--- config.mk ---
export PLATFORM = sky130hd
export DESIGN_NAME = arbitro_demux_8_32
export DESIGN_NICKNAME = d
export VERILOG_FILES = /design/src/rtl/arbitro_demux_8_32.sv
export SDC_FILE = /design/constraint.sdc
export NUM_CORES = 1
export LEC_CHECK = 0
export BUFFER_PORTS_ARGS = -buffer_cell sky130_fd_sc_hd__buf_2
export CAP_MARGIN = 10
export CORE_MARGIN = 4
export CORE_UTILIZATION = 53
export CTS_CLUSTER_SIZE = 12
export DETAILED_ROUTE_END_ITERATION = 10
export PLACE_DENSITY = 0.92
export SLEW_MARGIN = 20
export SYNTH_ARGS = -nofsm -noshare
export SYNTH_HDL_FRONTEND = slang
export SYNTH_SLANG_ARGS = --single-unit
--- constraint.sdc ---
create_clock -name clk_4f -period 2.4 [get_ports clk_4f]
set_input_delay 0.24 -clock clk_4f [delete_from_list [all_inputs] [get_ports clk_4f]]
set_output_delay 0.24 -clock clk_4f [all_outputs]
set_load 0.05 [all_outputs]
--- src/rtl/arbitro_demux_8_32.sv ---
// Round-robin byte arbiter that shares one 8-bit stream into the 8->32 demux among NUM_LANES byte sources.
// Latency: request-to-grant 1 cycle, accept-to-output 1 cycle; words from different lanes go out back to back with no gap.
// Backpressure: a byte is accepted only when its lane is granted and valid; sources hold their byte until granted, and a mid-word withdraw aborts the word.
module arbitro_demux_8_32 #(
   parameter int NUM_LANES      = 4,
   parameter int BYTES_PER_WORD = 4,
   parameter int LANE_W         = 2
) (
   input  logic                   clk_4f,
   input  logic                   reset,
   input  logic [NUM_LANES-1:0]   valid_lane,
   input  logic [8*NUM_LANES-1:0] data_lane,
   output logic [NUM_LANES-1:0]   grant_lane,
   output logic [7:0]             data_arb,
   output logic                   valid_arb,
   output logic [LANE_W-1:0]      lane_arb,
   output logic                   sow_arb,
   output logic                   abort_arb
);

   localparam int                CNT_W      = (BYTES_PER_WORD > 1) ? $clog2(BYTES_PER_WORD) : 1;
   localparam logic [CNT_W-1:0]  LAST_BYTE  = CNT_W'(BYTES_PER_WORD - 1);
   localparam logic [LANE_W-1:0] RESET_LAST = LANE_W'(NUM_LANES - 1);

   typedef enum logic {S_IDLE, S_BURST} state_t;

   state_t                 state_q, state_d;
   logic [CNT_W-1:0]       cnt_q, cnt_d;
   logic [LANE_W-1:0]      last_q, last_d;
   logic [LANE_W-1:0]      gidx_q, gidx_d;
   logic [NUM_LANES-1:0]   grant_q, grant_d;
   logic [7:0]             data_q, data_d;
   logic                   valid_q, valid_d;
   logic [LANE_W-1:0]      lane_q, lane_d;
   logic                   sow_q, sow_d;
   logic                   abort_q, abort_d;

   logic [7:0]             lane_byte [NUM_LANES];
   logic [LANE_W-1:0]      pick_idle;
   logic [LANE_W-1:0]      pick_next;
   logic                   any_req;

   // First requester after 'last', wrapping; 'last' itself is checked last.
   // Both loops are constant so every index is static; smaller offsets win
   // because they are assigned last.
   function automatic logic [LANE_W-1:0] rr_pick(input logic [NUM_LANES-1:0] req,
                                                 input logic [LANE_W-1:0]    last);
      logic [LANE_W-1:0] pick;
      pick = '0;
      for (int k = NUM_LANES; k >= 1; k--) begin
         for (int i = 0; i < NUM_LANES; i++) begin
            if (last == LANE_W'(i) && req[(i + k) % NUM_LANES]) begin
               pick = LANE_W'((i + k) % NUM_LANES);
            end
         end
      end
      return pick;
   endfunction

   function automatic logic [NUM_LANES-1:0] lane_onehot(input logic [LANE_W-1:0] idx);
      logic [NUM_LANES-1:0] oh;
      oh      = '0;
      oh[idx] = 1'b1;
      return oh;
   endfunction

   // Slice the flat byte bus into one byte per lane.
   always_comb begin
      for (int i = 0; i < NUM_LANES; i++) begin
         lane_byte[i] = data_lane[8*i +: 8];
      end
   end

   assign any_req   = |valid_lane;
   assign pick_idle = rr_pick(valid_lane, last_q);
   // At word completion the finishing lane becomes the new round-robin reference.
   assign pick_next = rr_pick(valid_lane, gidx_q);

   // Next-state and output decode: grant hold, byte transfer, word completion and abort.
   always_comb begin
      state_d = state_q;
      cnt_d   = cnt_q;
      last_d  = last_q;
      gidx_d  = gidx_q;
      grant_d = grant_q;
      data_d  = data_q;
      lane_d  = lane_q;
      valid_d = 1'b0;
      sow_d   = 1'b0;
      abort_d = 1'b0;
      case (state_q)
         S_IDLE: begin
            if (any_req) begin
               gidx_d  = pick_idle;
               grant_d = lane_onehot(pick_idle);
               cnt_d   = '0;
               state_d = S_BURST;
            end else begin
               grant_d = '0;
            end
         end
         S_BURST: begin
            if (valid_lane[gidx_q]) begin
               data_d  = lane_byte[gidx_q];
               lane_d  = gidx_q;
               valid_d = 1'b1;
               sow_d   = (cnt_q == '0);
               if (cnt_q == LAST_BYTE) begin
                  // Hand over on the same edge so the next word follows with no bubble.
                  last_d = gidx_q;
                  cnt_d  = '0;
                  if (any_req) begin
                     gidx_d  = pick_next;
                     grant_d = lane_onehot(pick_next);
                  end else begin
                     grant_d = '0;
                     state_d = S_IDLE;
                  end
               end else begin
                  cnt_d = cnt_q + CNT_W'(1);
               end
            end else begin
               // Withdraw: only a partially sent word needs the demux to resync.
               abort_d = (cnt_q != '0);
               grant_d = '0;
               last_d  = gidx_q;
               cnt_d   = '0;
               state_d = S_IDLE;
            end
         end
         default: begin
            grant_d = '0;
            state_d = S_IDLE;
         end
      endcase
   end

   // State and registered outputs; reset leaves lane 0 with top priority.
   always_ff @(posedge clk_4f or posedge reset) begin
      if (reset) begin
         state_q <= S_IDLE;
         cnt_q   <= '0;
         last_q  <= RESET_LAST;
         gidx_q  <= '0;
         grant_q <= '0;
         data_q  <= '0;
         valid_q <= 1'b0;
         lane_q  <= '0;
         sow_q   <= 1'b0;
         abort_q <= 1'b0;
      end else begin
         state_q <= state_d;
         cnt_q   <= cnt_d;
         last_q  <= last_d;
         gidx_q  <= gidx_d;
         grant_q <= grant_d;
         data_q  <= data_d;
         valid_q <= valid_d;
         lane_q  <= lane_d;
         sow_q   <= sow_d;
         abort_q <= abort_d;
      end
   end

   assign grant_lane = grant_q;
   assign data_arb   = data_q;
   assign valid_arb  = valid_q;
   assign lane_arb   = lane_q;
   assign sow_arb    = sow_q;
   assign abort_arb  = abort_q;

endmodule

**After elaboration in Yosys (flattened, before gate mapping)**

Index checks and enable logic that the tools add are counted.

- Register bits: 24
- Latch bits: 0
- Bits in writable memories: 0
- Bits in read-only memories: 0
- Input bits: 38
- Logic and storage cells: 137
- Memories: 0

- $add $sub $neg: 1
- $mul: 0
- Div/mod/pow operators: 0
- $lt $le $gt $ge: 6
- Eq/ne operators: 13
- Shift-type cells: 0
- Multiplexer cells: 65
- Bitwise operators: 2
- Reductions and logical operators: 40

Operator list:

| kind | count |
|---|---|
| $mux W2 | 37 |
| $logic_and A1 B1 Y1 | 32 |
| $bmux W8 S2 | 1 |
| $mux W4 | 4 |
| $mux W8 | 2 |
| $mux W1 | 14 |
| $eq A2 B2 Y1 const B | 5 |
| $lt A2 B3 Y1 const B | 3 |
| $ne A2 B1 Y1 const B | 4 |
| $pmux W2 S2 | 2 |
| $pmux W4 S2 | 1 |
| $logic_not A2 Y1 | 3 |
| $demux W1 S2 | 2 |
| $eq A2 B1 Y1 const B | 2 |
| $ge A2 B1 Y1 const B | 2 |
| $reduce_and A2 Y1 | 2 |
| $reduce_and A4 Y1 | 1 |
| $reduce_or A4 Y1 | 1 |
| $ge A3 B3 Y1 const B | 1 |
| $ne A3 B2 Y1 const B | 1 |
| $not A2 Y3 | 1 |
| $add A2 B1 Y2 const B | 1 |
| $bmux W1 S2 | 1 |
| $ne A2 B2 Y1 const B | 1 |
| other kinds (3) | 3 |

**Logic depth before layout (Yosys ltp)**

- Word-level depth: 25
- Depth in mapped cells: 7

**Least setup slack after synthesis**

Ideal clock, no wire load.

- Path type: register to register
- Start: reg gidx_q[1]
- End: reg gidx_q[0]
- Arrival time: 1.510 ns
- Required time: 2.275 ns
- Setup slack: 0.765 ns
- Cell stages (with the launch flop): 6
- Clock period less this slack: 1.635 ns
- Cell sequence: dfrtp_1 -> buf_6 -> mux4_2 -> a21oi_2 -> nor2_1 -> mux2_4

- Word-level cells in the longest chain between the ends: 21
- Elaborated cells on any way between the ends: 42
- Classes of those cells: eq/ne (4); mux (21); reduce/logical (17)

RTL lines:

| element | line | text |
|---|---|---|
| start: declaration | 30 | `logic [LANE_W-1:0] gidx_q, gidx_d;` |
| start signal: assignment | 155 | `gidx_q <= gidx_d;` |
| $eq A2 B1 Y1 | 52 | `if (last == LANE_W'(i) && req[(i + k) % NUM_LANES]) begin` |
| $logic_and A1 B1 Y1 | 52 |  |
| $mux W1 | 52 |  |
| $mux W2 (14 in series) | 52 |  |
| $mux W2 | 112 | `if (any_req) begin` |
| $mux W2 | 108 | `if (cnt_q == LAST_BYTE) begin` |
| $mux W2 | 103 | `if (valid_lane[gidx_q]) begin` |
| $pmux W2 S2 | 91 | `case (state_q)` |

Parallel ways exist; a longest one is shown, timed or not. The select of a mux whose other input is x is not followed.
A chain may end at the register's enable or synchronous reset.

**Final worst setup path**

- Start: reg gidx_q[1]
- End: reg grant_q[0] (netlist: grant_lane[0])

- Word-level cells in the longest chain between the ends: 25
- Elaborated cells on any way between the ends: 46
- Classes of those cells: order compare (2); eq/ne (4); mux (23); reduce/logical (17)

RTL lines:

| element | line | text |
|---|---|---|
| $eq A2 B1 Y1 | 52 |  |
| $logic_and A1 B1 Y1 | 52 |  |
| $mux W1 | 52 |  |
| $mux W2 (14 in series) | 52 |  |
| $lt A2 B3 Y1 (not written as such) or $ge A2 B1 Y1 (tied branches) | 63 | `oh[idx] = 1'b1;` |
| $logic_and A1 B1 Y1 (not written as such) | 63 |  |
| $mux W1 (not written as such) | 63 |  |
| $demux W1 S2 | 63 |  |
| $mux W4 | 112 |  |
| $mux W4 | 108 |  |
| $mux W4 | 103 |  |
| $pmux W4 S2 | 91 |  |
| end signal: assignment | 156 | `grant_q <= grant_d;` |
| end: declaration | 31 | `logic [NUM_LANES-1:0] grant_q, grant_d;` |

Parallel ways exist; a longest one is shown, timed or not. The select of a mux whose other input is x is not followed.

==> reports/results.ini <==
[setup_path]
slowest_stage=mux4_2
worst_ep_arrival_time_ns=2.13
crit_path_end_kind=register
required_ns=2.62
setup.worst_path.class=register to register
critical_path.top_delay_family=multiplexers
cp-start-kind=register
worst_r2r_path_depth=6
cp.buffers_inverters=1
critical_path_cell_count=6
critical_path.max_stage_delay_ns=0.59
crit_path_max_fanout=15
ff2ff_setup_slack_ns=0.49
crit_path_cell_trace=mux4_2 -> nand2_2 -> inv_2 -> o21ai_0 -> o21ai_1 -> o22a_1

[drt]
drt-vias-per-instance=5.88
first_iter_violations=61
drc_violation_count_after_routing=0
drt-wirelength-per-cell_um=15.7
vias=1369
residual_antenna_violating_net_count_after_detailed_routing=0
first_pass_iters=4
routed_wire_length_mm=3.65

[synthesis]
post_synth_edffs=0
syn_inst=153
ys.warnings.count=0
synth_adder_area_share_pct=1.68
synth.mux.area_fraction_pct=18.2
main_combinational_cell_family_by_area_after_synthesis=multiplexers
ys.flop_type=dfrtp_1
synth_simple_gate_area_share_pct=17.3
synth_sequential_area_ratio_pct=40.5
netlist_top_cells_area=dfrtp_1, mux4_2, nand2_1, a21oi_1, dfstp_2
synth_xor_xnor_area_share_pct=0
synth_largest_area_cell=dfrtp_1
yosys.cell_types.count=37
synth_fp_nets=193
async_reset_ff_share_pct=100
syn-cell-area_sq_um=1490
post-synth-top-area-fraction_pct=37.0
synth.ff_latch_count=24
synth_compound_area_share_pct=16.4
avgSynthCellArea_sq_um=9.73

[die]
dieHeight_um=61
chipWidth_um=61
design.portCount=55
die-area_sq_um=3720
placementRows=18
initial_utilization_pct=58.0
fp.coreArea_sq_um=2570

[cells_and_area]
num-nets-final=244
layout_common_cells=buf_2, nand2_1, dfrtp_1, a21oi_1, mux4_2
diodes=0
layout-drive-gt1-share_pct=40.4
most_common_cell_after_layout_fill_and_taps_aside=buf_2
area_growth_pct=21.3

[placement]
numPortBuffers=54
gp_congestion=0.966
place_ws_ns=0.512
post-dp-hpwl_mm=2.85

[cts]
cts_root_buf=clkbuf_4
cts.reportedPaths.clkPinSlew_ns=0.13
clock_tree_from_tritoncts=built
ctsLongestPathBuffers=2
cts_sinks=24
cts_setup_buffers=0
numCtsBuffers=3
deepest_level_of_the_cts_h_tree=1
post_cts_resize_count=0
hold_buffers=0
worstSkewPairLatency_ns=0.32

[pwr]
cellLeakagePower_nw=0.902
vdd.ir_drop.worst_uv=1190
power.density_cell_area_nw_per_um2=1490

[timing]
final_critical_path_setup_slack_ns=0.491
period_share_pct=79.5
fin_setup_tns_ns=0
worst_slew_margin_rel_pct=40.5
setup_viols_final=0
worst_pin_slew_ns=0.891
skew_ns=0.00200
fmax_ghz=0.524
finalMaxSlewViolations=0
rsz0062_at_grt=no
finalCriticalPeriod_ns=1.91
hold_viol_final=0

[outcome]
status=completed

[global_routing]
grt.overflow.total=0
grt_start_max_net_pins=25
antenna_violations_before_repair=0
grt_first_pass_wirelength_mm=5.53
first_global_vias=1265
global_route.usage.total_pct=20.2

[hold_path]
min_path_type=input port to async pin

[job]
drv_cap=0

-- cell type report --
cell class,count,area [sq um]
Multi-Input combinational cell,111,797
Clock buffer,3,22.5
Timing Repair Buffer,56,285
Sequential cell,24,603
Inverter,8,30.0
Fill cell,213,762
Clock inverter,1,30.0
Tap cell,30,37.5
-- state kept, by name (all words and copies together) (netlist names) --
| register | cells |
|---|---|
| cnt_q | 2 |
| gidx_q | 2 |
| lane_arb | 2 |
| data_arb | 8 |
| abort_arb | 1 |
| sow_arb | 1 |
| grant_lane | 4 |
| last_q | 2 |
| state_q | 1 |
| valid_arb | 1 |
-- final timing paths --
path	to	start
setup / recovery	grant_lane[0]	gidx_q[1]
setup reg to reg	grant_lane[0]	gidx_q[1]
hold / removal	data_arb[0]	reset
hold reg to reg	data_arb[7]	data_arb[7]
min in group clk_4f	data_arb[5]	data_lane[5]
max in group asynchronous	lane_arb[0]	reset
-- cell usage after synthesis (3+ instances only) --
cell / count
nand2_1: 33
dfrtp_1: 22
a21oi_1: 11
mux4_2: 9
nor2_1: 8
o21ai_0: 8
inv_1: 7
buf_2: 5
o21ai_1: 4
and2_1: 3
mux2i_1: 3
nand2b_1: 3
-- kinds of logic (layout without fill, tap and decap cells) --
group	count (synthesis)	count (layout)
adders and majority gates	2	2
and+or+nand+nor	57	57
AOI/OAI and AO/OA	37	37
muxes	15	15
buffers and inverters	18	68
DFF	24	24
-- metrics by stage --
| stage | hold WS [ns] | utilization, % | cell area [sq um] | cells | power (mW) |
|---|---|---|---|---|---|
| 2_1_floorplan | 0.253 | - | 1490 | 153 | 2.07 |
| 3_3_place_gp | 0.452 | 68.3 | 1750 | 229 | 2.38 |
| 3_5_place_dp | 0.458 | 68.3 | 1750 | 229 | 2.41 |
| 4_1_cts | 0.125 | 70.3 | 1810 | 233 | 2.71 |
| 5_1_grt | 0.171 | 70.3 | 1810 | 233 | 2.87 |
| 6_report | 0.0833 | 70.3 | 1810 | 233 | 2.70 |
-- power by group --
part	internal [mW]	total [mW]	switching (mW)
clock	0.169	0.293	0.124
combinational	0.558	1.66	1.10
sequential	0.613	0.747	0.134
total	1.34	2.70	1.36
-- layer usage --
| metal | GRT usage (%) | wire [um] |
|---|---|---|
| met5 | 0 | 0 |
| met4 | 7.43 | 56 |
| met3 | 3.19 | 405 |
| met2 | 33.7 | 1740 |
| met1 | 26.4 | 1450 |
Note: power is estimated with default switching activity, not from simulation.
